--- config.mk ---
export PLATFORM = sky130hd
export DESIGN_NAME = q26_accum_seq
export DESIGN_NICKNAME = d
export VERILOG_FILES = /design/src/rtl/q26_accum_seq.sv
export SDC_FILE = /design/constraint.sdc
export NUM_CORES = 1
export LEC_CHECK = 0
export BUFFER_PORTS_ARGS = -buffer_cell sky130_fd_sc_hd__clkbuf_2
export CAP_MARGIN = 20
export CORE_MARGIN = 5
export CORE_UTILIZATION = 52
export CTS_BUF_LIST = sky130_fd_sc_hd__clkbuf_16
export DETAILED_ROUTE_END_ITERATION = 8
export PLACE_DENSITY = 0.83
export SYNTH_ARGS = -nofsm -noshare
export SYNTH_HDL_FRONTEND = slang
export SYNTH_SLANG_ARGS = --single-unit
--- constraint.sdc ---
create_clock -name clk -period 3.3 [get_ports clk]
set_input_delay 0.66 -clock clk [delete_from_list [all_inputs] [get_ports clk]]
set_output_delay 0.66 -clock clk [all_outputs]
set_load 0.05 [all_outputs]
--- src/rtl/q26_accum_seq.sv ---
// Burst accumulator for signed Q2.6 samples: valid/ready in, registered
// result with sticky overflow out. Shared adder and incrementer cells included.
`timescale 1ns/1ps

module fixed_point_adder_signed (
  input  logic [7:0] a,
  input  logic [7:0] b,
  output logic [7:0] sum,
  output logic       ovf
);
  assign sum = a + b;
  // Overflow only when both operands share a sign and the result flips it.
  assign ovf = (a[7] == b[7]) && (sum[7] != a[7]);
endmodule

module one_adder (
  input  logic [2:0] a,
  output logic [2:0] y
);
  assign y = a + 3'd1;
endmodule

module q26_accum_seq #(
  parameter int unsigned SATURATE = 1
) (
  input  logic       clk,
  input  logic       rst_n,
  input  logic       start,
  input  logic [2:0] len,
  input  logic       abort,
  input  logic       in_valid,
  input  logic [7:0] in_data,
  output logic       in_ready,
  output logic       out_valid,
  output logic [7:0] out_data,
  output logic       out_ovf,
  input  logic       out_ready,
  output logic       busy
);
  typedef enum logic [1:0] {IDLE, ACCUM, HOLD} state_t;

  state_t     state, state_nx;
  logic [7:0] acc, acc_nx;
  logic [2:0] idx, idx_nx;
  logic [2:0] len_q, len_nx;
  logic       ovf_q, ovf_nx;

  logic [7:0] add_sum;
  logic       add_ovf;
  logic [2:0] idx_inc;
  logic       beat;

  fixed_point_adder_signed u_add (
    .a   (acc),
    .b   (in_data),
    .sum (add_sum),
    .ovf (add_ovf)
  );

  one_adder u_inc (
    .a (idx),
    .y (idx_inc)
  );

  assign beat = in_valid & in_ready;

  always_comb begin
    state_nx = state;
    acc_nx   = acc;
    idx_nx   = idx;
    len_nx   = len_q;
    ovf_nx   = ovf_q;
    case (state)
      IDLE: begin
        if (start && !abort) begin
          state_nx = ACCUM;
          len_nx   = len;
          acc_nx   = '0;
          idx_nx   = '0;
          ovf_nx   = 1'b0;
        end
      end
      ACCUM: begin
        if (abort) begin
          state_nx = IDLE;
        end else if (beat) begin
          idx_nx = idx_inc;
          if (add_ovf) ovf_nx = 1'b1;
          // Operands agree in sign on overflow, so the sample's sign picks the rail.
          if (SATURATE != 0 && add_ovf) acc_nx = in_data[7] ? 8'h80 : 8'h7F;
          else                          acc_nx = add_sum;
          if (idx == len_q) state_nx = HOLD;
        end
      end
      HOLD: begin
        if (abort || out_ready) state_nx = IDLE;
      end
      default: state_nx = IDLE;
    endcase
  end

  always_ff @(posedge clk or negedge rst_n) begin
    if (!rst_n) begin
      state <= IDLE;
      acc   <= '0;
      idx   <= '0;
      len_q <= '0;
      ovf_q <= 1'b0;
    end else begin
      state <= state_nx;
      acc   <= acc_nx;
      idx   <= idx_nx;
      len_q <= len_nx;
      ovf_q <= ovf_nx;
    end
  end

  assign in_ready  = (state == ACCUM);
  assign busy      = (state != IDLE);
  assign out_valid = (state == HOLD);
  assign out_data  = out_valid ? acc : 8'h00;
  assign out_ovf   = out_valid & ovf_q;
endmodule

==> results.cfg <==
[run_status]
status = complete, no violations

[power]
p_leak_nw = 0.748
p_per_area_nw_per_um2 = 757
power_switching_mw = 0.424
p_sw_frac = 0.393
power.total_mw = 1.08
vdd_drop_max_mv = 0.457
intPower_mw = 0.655
clkPwrFrac = 0.227
p_seq_frac = 0.308
power_frac_comb = 0.464

[sta]
fin_crit_sh = 0.970
clock_skew_ns = 0.00245
finalCriticalPeriod_ns = 3.20
finalHoldViolations = 0
setup_violations = 0
relSlewSlack = 0.501
drv_slew = 0
fmax_ghz = 0.313
tightest_slew_ns = 0.748

[die]
die_area_um2 = 3180
die_w_um = 56.4
start_util = 0.560
io_pins = 29
coreArea_um2 = 2000
die_h_um = 56.4
rows = 16

[drt]
vias = 1000
dr.first_iter.drc_count = 27
dr.pass1.iters = 4
routed_wl_um = 2850
drcViolationCount = 0
avgViaCountPerCell = 5.71
final_antenna_net_count = 0
wl_per_cell_um = 16.3

[critical_path]
critical_path_arrival_ns = 3.38
path_class = primary input to flip-flop
cp-start-kind = primary input
worst_ep_required_time_ns = 3.48
crit_fanout = 5
crit_path_end_kind = flip-flop
reg2reg_setup_slack_ns = 0.18
r2r_start = acc[3]
ff2ff_path_depth = 10
r2r-end = acc[5]

[global_routing]
grtUsageTotal = 0.190
gr-total-overflow = 0
antenna_found_initial = 0
grt_pass1_vias = 1048
grt_first_pass_wirelength_um = 4810
grt_max_degree = 18

[layout]
nFillCells = 164
drive_above_1_share = 0.345
fin_util = 0.712
syn_to_final_growth_pct = 27.1
nNetsFinal = 176
antenna_cells = 0

[clock_network]
cts_setup_buffers = 0
insertion_delay_ns = 0.25
cts_tree = built
cts_resized = 0
ctsHoldBuffers = 0
path_clk_slew_ns = 0.05
cts_sinks = 17
ctsLongestPathBuffers = 2
htree_levels = 1
cts-root-buf = clkbuf_16
numCtsBuffers = 3

[yosys]
synth_area_um2 = 1120
synth_commonest_cells = dfrtp_1 (17), nand2_1 (10), and2_1 (9)
syn_avg_cell_area_um2 = 10.1
synthArstFlopShare = 1.00
ys_warn_count = 0
synth_nets = 138
synth_edf_count = 0
yosysMostFrequentCell = dfrtp_1
synthFlopType = dfrtp_1
yosysUniqueCellTypes = 34
ys_ff_latch = 17
syn_inst = 111
yosysTopAreaCellShare = 0.379
yosysTopAreaCell = dfrtp_1
synth_area_leaders = dfrtp_1 (38%), ha_1 (8.9%), and2_1 (5.0%)
ys_seq_area_frac = 0.379

[min_path]
hold_path_class = primary input to asynchronous set/reset pin

[placement]
place.gp.congestion = 0.794
io_buffers = 28
dp_hpwl_um = 2070

[flow_run]
maxCapViolations = 0
[power by group through the flow]
stage	Combinational [mW]	Clock, mW	Sequential (mW)
detailed placement	0.468	0	0.334
finish	0.501	0.245	0.332
floorplan	0.350	0	0.316
global placement	0.447	0	0.331
CTS	0.479	0.249	0.331
global route	0.546	0.260	0.343
[cells by family (layout without fill, tap and decap cells)]
kind of cell    Yosys count  count (layout)  share of synthesized area
simple gates             45              45                      0.229
mux                       4               4                     0.0402
buf+inv                   4              41                     0.0212
compound gates           26              26                      0.166
flops                    17              17                      0.379
xor+xnor                  5               5                     0.0391
fa+ha+maj                10              10                      0.125
[cell type report]
type | count | area [um^2] | share of cell area
clock buffers | 3 | 75.1 | 0.0527
repair buffers | 36 | 200 | 0.140
well taps | 27 | 33.8 | 0.0237
clock inverters | 1 | 5.00 | 0.00351
multi-input cells | 90 | 682 | 0.478
inverters | 1 | 3.75 | 0.00263
flip-flops and latches | 17 | 425 | 0.299
[per-stage QoR]
step	TNS [ns]	cells	setup WS (ns)	hold slack, ns	cell area, um^2
CTS	0	175	0.0281	0.351	1420
global placement	0	171	0.000853	0.474	1340
floorplan	0	111	0.120	0.364	1120
global route	-0.0514	175	-0.0491	0.372	1430
finish	0	175	0.100	0.343	1430
detailed placement	-0.270	171	-0.108	0.505	1340
[registers in the layout, indices dropped and copies added, names as in the netlist]
name	flops
idx	3
ovf_q	1
acc	8
state	2
len_q	3
[layer usage]
metal	track usage	wire, um	up-vias
li1	-	-	484
met1	0.253	1300	474
met2	0.295	1380	36
met3	0.0390	135	6
met4	0.0847	40	0
met5	0	0	-
[worst max-delay path, cell delays in order]
cell      delay, ns
clkbuf_2       0.10
ha_1           0.33
a211oi_2       0.29
o21a_1         0.20
nor3_1         0.08
a211oi_2       0.20
fa_1           0.47
and3_1         0.22
and2b_1        0.28
or4b_1         0.44
nand3_1        0.11
[how the worst max path moves through the flow]
| stage | start | endpoint | slack, ns | depth (start not counted) |
|---|---|---|---|---|
| final | in_data[1] | acc[5] | 0.10 | 11 |
| after global placement | in_data[1] | acc[5] | 0.0009 | 11 |
| after global routing | in_data[1] | acc[5] | -0.05 | 11 |
| after detailed placement | in_data[1] | acc[5] | -0.11 | 11 |
| after CTS | in_data[1] | acc[5] | 0.03 | 11 |
| after floorplan | in_data[1] | acc[6] | 0.12 | 11 |
[cells in the final DEF, fill, tap and decap left out, types with 2 or more instances in the layout]
cell type / synthesis / final
dfrtp_1: 17 / 17
a211o_1: 2 / 2
nand2_1: 10 / 10
a211oi_2: 0 / 2
mux2_2: 4 / 4
clkbuf_16: 0 / 3
nand3_1: 2 / 2
o211ai_1: 2 / 2
clkbuf_2: 0 / 28
nor2b_1: 2 / 2
fa_1: 2 / 2
a22oi_1: 2 / 2
or2_2: 3 / 3
xnor2_1: 4 / 4
o21a_1: 2 / 2
nor3_1: 3 / 3
or4b_1: 2 / 2
and2_1: 9 / 9
nor2_1: 8 / 8
ha_1: 8 / 8
a21oi_1: 2 / 2
a21o_1: 3 / 3
buf_4: 0 / 8
a211oi_1: 4 / 2
o21ai_0: 5 / 5
a22o_1: 3 / 3
Note: power is estimated with default switching activity, not from simulation.
